$ cat src/rtl/conv_block_sequencer.sv
// conv_block_sequencer: frame-level controller stepping the line-buffer address FSM through LOAD, PROCESS and DRAIN for each column block.
// Optional watchdog: define CONV_SEQ_WATCHDOG_EN to abort stalled frames after NB_TIMEOUT-bit all-ones wait cycles.
// Ports:
//   i_CLK, i_reset          clock, synchronous active-high reset
//   i_start                 frame start request (accepted in IDLE only)
//   i_imgLength             words per block, latched on accepted start
//   i_numBlocks             blocks per frame, latched on accepted start
//   i_hostValid             host word strobe, counted on its rising edge
//   i_changeBlock, i_EoP    block-finished / process-finished flags from the address FSM
//   o_load, o_SoP           load and start-of-process controls to the address FSM
//   o_phase                 0=IDLE 1=LOAD 2=PROC 3=DRAIN
//   o_blockIdx              0-based index of the current block
//   o_busy, o_done, o_error not-IDLE flag, end-of-frame pulse, sticky fault flag
module conv_block_sequencer #(
    parameter int NB_IMAGE   = 10,
    parameter int NB_BLOCK   = 8,
    parameter int NB_TIMEOUT = 16
) (
    input  logic                i_CLK,
    input  logic                i_reset,
    input  logic                i_start,
    input  logic [NB_IMAGE-1:0] i_imgLength,
    input  logic [NB_BLOCK-1:0] i_numBlocks,
    input  logic                i_hostValid,
    input  logic                i_changeBlock,
    input  logic                i_EoP,
    output logic                o_load,
    output logic                o_SoP,
    output logic [1:0]          o_phase,
    output logic [NB_BLOCK-1:0] o_blockIdx,
    output logic                o_busy,
    output logic                o_done,
    output logic                o_error
);
    typedef enum logic [1:0] {IDLE = 2'd0, LOAD = 2'd1, PROC = 2'd2, DRAIN = 2'd3} state_t;
    state_t              state;
    logic [NB_IMAGE-1:0] imgLength;
    logic [NB_IMAGE-1:0] wordCnt;
    logic [NB_BLOCK-1:0] numBlocks;
    logic                hostValidPrev;
    logic                changeBlockPrev;
    logic                hostRise;
    logic                blockRise;
    logic                loadDone;
    logic                procDone;
    logic                drainDone;
    always_comb begin
        hostRise  = i_hostValid && !hostValidPrev;
        blockRise = i_changeBlock && !changeBlockPrev;
        // a changeBlock rise only ends LOAD once all words are in and o_load has dropped
        loadDone  = (state == LOAD) && !o_load && blockRise;
        procDone  = (state == PROC) && i_EoP;
        drainDone = (state == DRAIN) && blockRise;
    end
    assign o_phase = state;
`ifdef CONV_SEQ_WATCHDOG_EN
    logic [NB_TIMEOUT-1:0] wdCnt;
`else
    logic unusedTimeoutWidth;
    assign unusedTimeoutWidth = (NB_TIMEOUT > 0);
`endif
    always_ff @(posedge i_CLK) begin
        if (i_reset) begin
            state           <= IDLE;
            imgLength       <= '0;
            numBlocks       <= '0;
            wordCnt         <= '0;
            hostValidPrev   <= 1'b0;
            changeBlockPrev <= 1'b0;
            o_load          <= 1'b0;
            o_SoP           <= 1'b0;
            o_blockIdx      <= '0;
            o_busy          <= 1'b0;
            o_done          <= 1'b0;
            o_error         <= 1'b0;
`ifdef CONV_SEQ_WATCHDOG_EN
            wdCnt           <= '0;
`endif
        end else begin
            hostValidPrev   <= i_hostValid;
            changeBlockPrev <= i_changeBlock;
            o_SoP           <= 1'b0;
            o_done          <= 1'b0;
            // a start request during a frame is a protocol violation; the frame carries on
            if (i_start && o_busy)
                o_error <= 1'b1;
            case (state)
                IDLE: if (i_start && i_numBlocks != '0 && i_imgLength != '0) begin
                    imgLength  <= i_imgLength;
                    numBlocks  <= i_numBlocks;
                    wordCnt    <= '0;
                    o_blockIdx <= '0;
                    o_load     <= 1'b1;
                    o_busy     <= 1'b1;
                    state      <= LOAD;
                end
                LOAD: begin
                    // counter saturates at imgLength; o_load drops the edge after it gets there
                    if (wordCnt == imgLength)
                        o_load <= 1'b0;
                    else if (hostRise)
                        wordCnt <= wordCnt + 1'b1;
                    if (loadDone) begin
                        o_SoP <= 1'b1;
                        state <= PROC;
                    end
                end
                PROC: if (procDone) begin
                    wordCnt <= '0;
                    state   <= DRAIN;
                end
                DRAIN: if (drainDone) begin
                    if (o_blockIdx == numBlocks - 1'b1) begin
                        o_done <= 1'b1;
                        o_busy <= 1'b0;
                        state  <= IDLE;
                    end else begin
                        o_blockIdx <= o_blockIdx + 1'b1;
                        o_load     <= 1'b1;
                        state      <= LOAD;
                    end
                end
            endcase
`ifdef CONV_SEQ_WATCHDOG_EN
            // only waiting phases age the watchdog; any transition restarts it
            if (state == IDLE || (state == LOAD && o_load) || loadDone || procDone || drainDone)
                wdCnt <= '0;
            else if (wdCnt == '1) begin
                wdCnt   <= '0;
                o_error <= 1'b1;
                o_load  <= 1'b0;
                o_SoP   <= 1'b0;
                o_busy  <= 1'b0;
                state   <= IDLE;
            end else
                wdCnt <= wdCnt + 1'b1;
`endif
        end
    end
endmodule

$ cat config.mk
export PLATFORM = sky130hd
export DESIGN_NAME = conv_block_sequencer
export DESIGN_NICKNAME = d
export VERILOG_FILES = /design/src/rtl/conv_block_sequencer.sv
export SDC_FILE = /design/constraint.sdc
export NUM_CORES = 1
export LEC_CHECK = 0
export CAP_MARGIN = 20
export CORE_UTILIZATION = 45
export DETAILED_ROUTE_END_ITERATION = 7
export PLACE_DENSITY = 0.65
export SLEW_MARGIN = 10
export SYNTH_ARGS = -nofsm -noshare
export SYNTH_HDL_FRONTEND = slang
export SYNTH_SLANG_ARGS = --single-unit
$ cat constraint.sdc
create_clock -name i_CLK -period 3.8 [get_ports i_CLK]
set_clock_uncertainty 0.2 [all_clocks]
set_input_delay 0.38 -clock i_CLK [delete_from_list [all_inputs] [get_ports i_CLK]]
set_output_delay 0.38 -clock i_CLK [all_outputs]
set_load 0.01 [all_outputs]
==> results of run 1 <==
synth_stat cells, drive strengths merged, types with 2 or more instances:
master	number
nand2b	5
xnor2	18
a211oi	3
mux2i	14
and3	5
nand4	10
nor3b	2
buf	2
xor2	9
o21a	2
dfxtp	45
nor2b	4
clkbuf	7
nand2	21
o311ai	2
nor2	32
inv	11
o211ai	2
a31o	3
or3	2
or2	2
a21oi	18
nor4	7
ha	7
o21ai	3
nor3	8
nand3	17
or4	3
how the worst min path moves through the flow:
| stage | startpoint | end | slack, ns | cells past startpoint |
|---|---|---|---|---|
| after global placement | o_error | o_error | 0.26 | 2 |
| after CTS | imgLength[6] | imgLength[6] | 0.28 | 2 |
| final | imgLength[6] | imgLength[6] | 0.28 | 2 |
| after floorplan | imgLength[8] | imgLength[8] | 0.25 | 2 |
| after detailed placement | o_error | o_error | 0.26 | 2 |
| after global routing | imgLength[8] | imgLength[8] | 0.30 | 2 |
layer usage:
layer	vias up	track usage	share of wire
li1	1076	-	-
met1	966	0.309	0.51
met5	-	0	0
met3	5	0.0402	0.041
met4	0	0.0566	0.010
met2	50	0.317	0.44
sequential cells by signal, indices dropped and copies added, names as in the netlist, 2 cells and up:
register / count
imgLength: 10
numBlocks: 8
o_blockIdx: 8
o_phase: 2
wordCnt: 10
critical path, stage by stage, from the launching register on:
cell and delay, ns:
dfxtp_1 0.43, inv_1 0.07, ha_1 0.22, xnor2_1 0.14, xnor2_1 0.12, or4_1 0.50, or2_2 0.31, o31a_1 0.41
nand4_1 0.16, mux2i_1 0.19
power by group through the flow:
| stage | clock [mW] | combinational, mW | sequential [mW] |
|---|---|---|---|
| finish | 0.298 | 0.657 | 0.609 |
| global route | 0.319 | 0.738 | 0.619 |
| CTS | 0.302 | 0.660 | 0.608 |
| detailed placement | 0 | 0.654 | 0.619 |
| global placement | 0 | 0.648 | 0.619 |
| floorplan | 0 | 0.489 | 0.603 |
logic make-up (layout without fill, tap and decap cells):
family,after synthesis,after routing,share of synthesized area
mux,15,15,0.0632
simple gates,122,122,0.259
buf+inv,20,60,0.0345
flops,45,45,0.376
xor+xnor,27,27,0.0987
compound gates,43,43,0.132
fa+ha+maj,7,7,0.0366
through the flow:
step,instance area (sq um),worst slack [ns],utilization
2_1_floorplan,2390,1.19,-
4_1_cts,2930,0.965,0.573
3_3_place_gp,2840,0.987,0.557
6_report,2930,0.992,0.573
5_1_grt,2930,0.793,0.573
3_5_place_dp,2840,0.972,0.557
layout make-up:
class | instances | area share
Multi-Input combinational cell | 214 | 0.482
Sequential cell | 45 | 0.308
Timing Repair Buffer | 41 | 0.138
Tap cell | 70 | 0.0299
Clock buffer | 7 | 0.0261
Inverter | 11 | 0.0141
Clock inverter | 1 | 0.00256
==> results.sh, run 1 <==
export IMPL_outcome="finished, final reports clean"
export IMPL_start_util=0.469
export IMPL_finalNetCount=349
export IMPL_post_cts_buffers=0
export IMPL_finalNonFillerCells=389
export IMPL_yosysWarnings=0
export IMPL_period_needed_ns=2.81
export IMPL_synth_ff_type="dfxtp_1"
export IMPL_seq_area_sq_um=901
export IMPL_post_drt_wl_per_cell_microns=13.8
export IMPL_via_per_inst=5.39
export IMPL_area_growth_pct=22.3
export IMPL_antenna_found_initial=0
export IMPL_post_cts_resized=0
export IMPL_worstSetupPathType="reg2reg"
export IMPL_fin_crit_sh=0.739
export IMPL_final_hold_viol_count=0
export IMPL_die_area_sq_um=5620
export IMPL_grt_max_degree=33
export IMPL_grt_pass1_vias=1869
export IMPL_holdWs_ns=0.282
export IMPL_cp_startpoint="numBlocks[0]"
export IMPL_p_leak_nw=1.09
export IMPL_drtAntennaViolNets=0
export IMPL_diodes=0
export IMPL_num_rows=26
export IMPL_multi_input_area_sq_um=1410
export IMPL_fillers=497
export IMPL_cp_arrival_ns=2.84
export IMPL_grt_util_all_layers=0.211
export IMPL_io_pins=39
export IMPL_worstSkewPairLatency_ns=0.30
export IMPL_worstSetupEndpoint="o_blockIdx[4]"
export IMPL_synth_edf_count=0
export IMPL_yosys_top_cells_area="dfxtp_1 (38%), xnor2_1 (6.6%), mux2i_1 (5.9%), nor2_1 (5.0%), ha_1 (3.7%)"
export IMPL_core_sq_um=5110
export IMPL_io_buffers=38
export IMPL_cp_required_ns=3.83
export IMPL_powerDensity_nw_per_um2=534
export IMPL_drt_iter0_markers=119
export IMPL_dpl_cell_count=381
export IMPL_synth_seq_area_share=0.376
export IMPL_slew_violations=0
export IMPL_synth_top_cell_by_area="dfxtp_1"
export IMPL_reg2reg_setup_slack_ns=0.99
export IMPL_drive_gt1_frac=0.0752
export IMPL_netlist_instances=279
export IMPL_hold_class="reg2reg"
export IMPL_synth_seq_cells=45
export IMPL_timing_fmax_mhz=356
export IMPL_synth_area_sq_um=2390
export IMPL_cts_sinks=45
export IMPL_rsz0062_at_grt="no"
export IMPL_cap_violations=0
export IMPL_r2r_start="numBlocks[0]"
export IMPL_htree_levels=2
export IMPL_async_flop_share=0
export IMPL_mostFrequentLayoutCell="dfxtp_1"
export IMPL_cts_buffers=5
export IMPL_combPwrFrac=0.420
export IMPL_pwr_share_clk=0.191
export IMPL_tns_ns=0
export IMPL_total_power_mw=1.56
export IMPL_clk_pin_slew_ns=0.08
export IMPL_gp_congestion=0.790
export IMPL_synth_top_area_share=0.376
export IMPL_r2r_end="o_blockIdx[4]"
export IMPL_grt_overflow_total=0
export IMPL_cts_root_buffer_cell="clkbuf_8"
export IMPL_setup_violations=0
export IMPL_synth_cell_type_count=50
export IMPL_syn_nets=310
export IMPL_holdBufCountCts=0
export IMPL_max_slew_margin=0.568
export IMPL_reg2reg_depth=9
export IMPL_peakVddDrop_mv=0.263
export IMPL_grt_pass1_wl_microns=9000
export IMPL_switching_share=0.386
export IMPL_die_x_microns=75.0
export IMPL_p_seq_frac=0.389
export IMPL_cts_tree="done"
export IMPL_critPathLaunchType="flop"
export IMPL_num_vias=2097
export IMPL_cellInternalPower_mw=0.960
export IMPL_cp_end_kind="flop"
export IMPL_die_h_microns=75.0
export IMPL_cts_buffer_depth=2
export IMPL_p_sw_mw=0.604
export IMPL_hpwl_microns=3920
export IMPL_final_cell_mix="dfxtp_1 (45), clkdlybuf4s50_1 (38), nor2_1 (32), nand2_1 (21), xnor2_1 (18)"
export IMPL_drcViolationCount=0
export IMPL_cp_max_fo=10
export IMPL_worst_pin_slew_ns=0.641
export IMPL_syn_area_per_cell_sq_um=8.58
export IMPL_drt_wl_total_microns=5380
export IMPL_drtPass1Iterations=4
Power figures use the tool's default switching activity.
==> run 2, diff against run 1 <==
==> constraint.sdc (replaced) <==
create_clock -name i_CLK -period 2.81 [get_ports i_CLK]
set_clock_uncertainty 0.2 [all_clocks]
set_input_delay 0.281 -clock i_CLK [delete_from_list [all_inputs] [get_ports i_CLK]]
set_output_delay 0.281 -clock i_CLK [all_outputs]
set_load 0.01 [all_outputs]
==> results.sh, run 2 (synthesized netlist as in run 1, its figures left out) <==
export IMPL_drt_iter0_markers=115
export IMPL_final_cell_mix="dfxtp_1 (43), clkdlybuf4s50_1 (38), nor2_1 (32), nand2_1 (21)"
export IMPL_drive_gt1_frac=0.117
export IMPL_hpwl_microns=4090
export IMPL_drcViolationCount=0
export IMPL_grt_pass1_vias=1994
export IMPL_critPathLaunchType="flop"
export IMPL_finalNetCount=356
export IMPL_slew_violations=0
export IMPL_cap_violations=0
export IMPL_powerDensity_nw_per_um2=751
export IMPL_cts_buffer_depth=2
export IMPL_hold_class="reg2reg"
export IMPL_via_per_inst=5.34
export IMPL_cts_buffers=5
export IMPL_num_vias=2115
export IMPL_clk_pin_slew_ns=0.08
export IMPL_tns_ns=0
export IMPL_critPathTopFamily="simple AND/OR/NAND/NOR gates"
export IMPL_worst_pin_slew_ns=0.883
export IMPL_timing_fmax_mhz=380
export IMPL_num_rows=26
export IMPL_period_needed_ns=2.63
export IMPL_dpl_cell_count=388
export IMPL_cts_tree="done"
export IMPL_post_drt_wl_per_cell_microns=13.6
export IMPL_fin_crit_sh=0.935
export IMPL_final_hold_viol_count=0
export IMPL_cp_arrival_ns=2.61
export IMPL_holdWs_ns=0.271
export IMPL_cp_slowest_stage_delay_ns=0.49
export IMPL_rsz0062_at_grt="no"
export IMPL_setup_violations=0
export IMPL_worstSetupPathType="reg2reg"
export IMPL_core_sq_um=5110
export IMPL_grt_util_all_layers=0.215
export IMPL_cp_end_kind="flop"
export IMPL_drt_wl_total_microns=5390
export IMPL_crit_chain="inv_1 > ha_1 > xnor2_2 > xnor2_1 > or4_1 > or2_4 > or3_4 > o211ai_1 > o31ai_1"
export IMPL_worstSkewPairLatency_ns=0.30
export IMPL_cts_root_buffer_cell="clkbuf_8"
export IMPL_outcome="finished, final reports clean"
export IMPL_holdBufCountCts=0
export IMPL_drtPass1Iterations=4
export IMPL_io_pins=39
export IMPL_grt_pass1_wl_microns=9130
export IMPL_diodes=0
export IMPL_p_leak_nw=1.16
export IMPL_die_h_microns=75.0
export IMPL_grt_overflow_total=0
export IMPL_max_slew_margin=0.410
export IMPL_area_growth_pct=27.1
export IMPL_start_util=0.469
export IMPL_cp_max_fo=4
export IMPL_mostFrequentLayoutCell="dfxtp_1"
export IMPL_htree_levels=2
export IMPL_cts_sinks=45
export IMPL_io_buffers=38
export IMPL_antenna_found_initial=0
export IMPL_slowest_stage="or4_1"
export IMPL_gp_congestion=0.757
export IMPL_finalNonFillerCells=396
export IMPL_cp_required_ns=2.79
export IMPL_total_power_mw=2.28
export IMPL_cp_num_buf_inv=1
export IMPL_reg_largest_list="imgLength: 10 flops, wordCnt: 10 flops"
export IMPL_peakVddDrop_mv=0.288
export IMPL_die_area_sq_um=5620
export IMPL_grt_max_degree=32
export IMPL_drtAntennaViolNets=0
export IMPL_die_x_microns=75.0
## run 2: metal layers
metal,wire length (microns),global-route usage,vias to the layer above
met2,2510,0.356,38
met4,87,0.0818,0
met3,146,0.0321,7
met1,2640,0.282,984
met5,0,0,-
li1,-,-,1086
## run 2: power by group
group,internal [mW],switching (mW)
clock,0.290,0.220
combinational,0.442,0.511
sequential,0.723,0.0975
## run 2: path summary, 6_finish.rpt
check                      end  slack (ns)          from  depth (start not counted)
hold reg to reg   imgLength[6]        0.27  imgLength[6]                          2
setup / recovery        o_busy        0.18  numBlocks[0]                          9
setup reg to reg        o_busy        0.18  numBlocks[0]                          9
hold / removal    imgLength[6]        0.27  imgLength[6]                          2
## run 2: cell type report
cell class / instances / area (sq um)
fillers: 475 / 2060
multi-input cells: 214 / 1440
flip-flops and latches: 45 / 903
repair buffers: 48 / 455
well taps: 70 / 87.6
clock buffers: 7 / 86.3
inverters: 11 / 41.3
clock inverters: 1 / 30.0
## run 2: timing repair
action / 4_1_cts / 5_1_grt
setup endpoints to repair: 0 / 7
gates resized for setup: 0 / 8
setup buffers: 0 / 0
endpoints found under the hold margin: 0 / 0
## run 2: worst reg2reg max path: cells and delay by family, from the launching register on
family / cells / cell delay [ns]
flops: 1 / 0.36
xor+xnor: 2 / 0.26
fa+ha+maj: 1 / 0.22
buf+inv: 1 / 0.05
compound gates: 2 / 0.28
simple gates: 3 / 1.13
## run 2: through the flow
stage / worst slack [ns] / util / cell area (sq um)
after floorplan: 0.195 / - / 2390
after global placement: 0.0641 / 0.567 / 2900
after detailed placement: 0.0313 / 0.567 / 2900
after CTS: 0.0149 / 0.590 / 3010
after global routing: 0.0295 / 0.596 / 3040
final: 0.181 / 0.596 / 3040
==> run 3, diff against run 2 <==
--- a/config.mk
+++ b/config.mk
@@ -7,9 +7,9 @@
 export LEC_CHECK = 0
 export CAP_MARGIN = 20
 export CORE_UTILIZATION = 45
+export CTS_CLUSTER_SIZE = 8
 export DETAILED_ROUTE_END_ITERATION = 7
 export PLACE_DENSITY = 0.65
-export SLEW_MARGIN = 10
 export SYNTH_ARGS = -nofsm -noshare
 export SYNTH_HDL_FRONTEND = slang
 export SYNTH_SLANG_ARGS = --single-unit
==> results of run 3 <==
The final DEF is identical to that of run 2; final timing and power are the same.
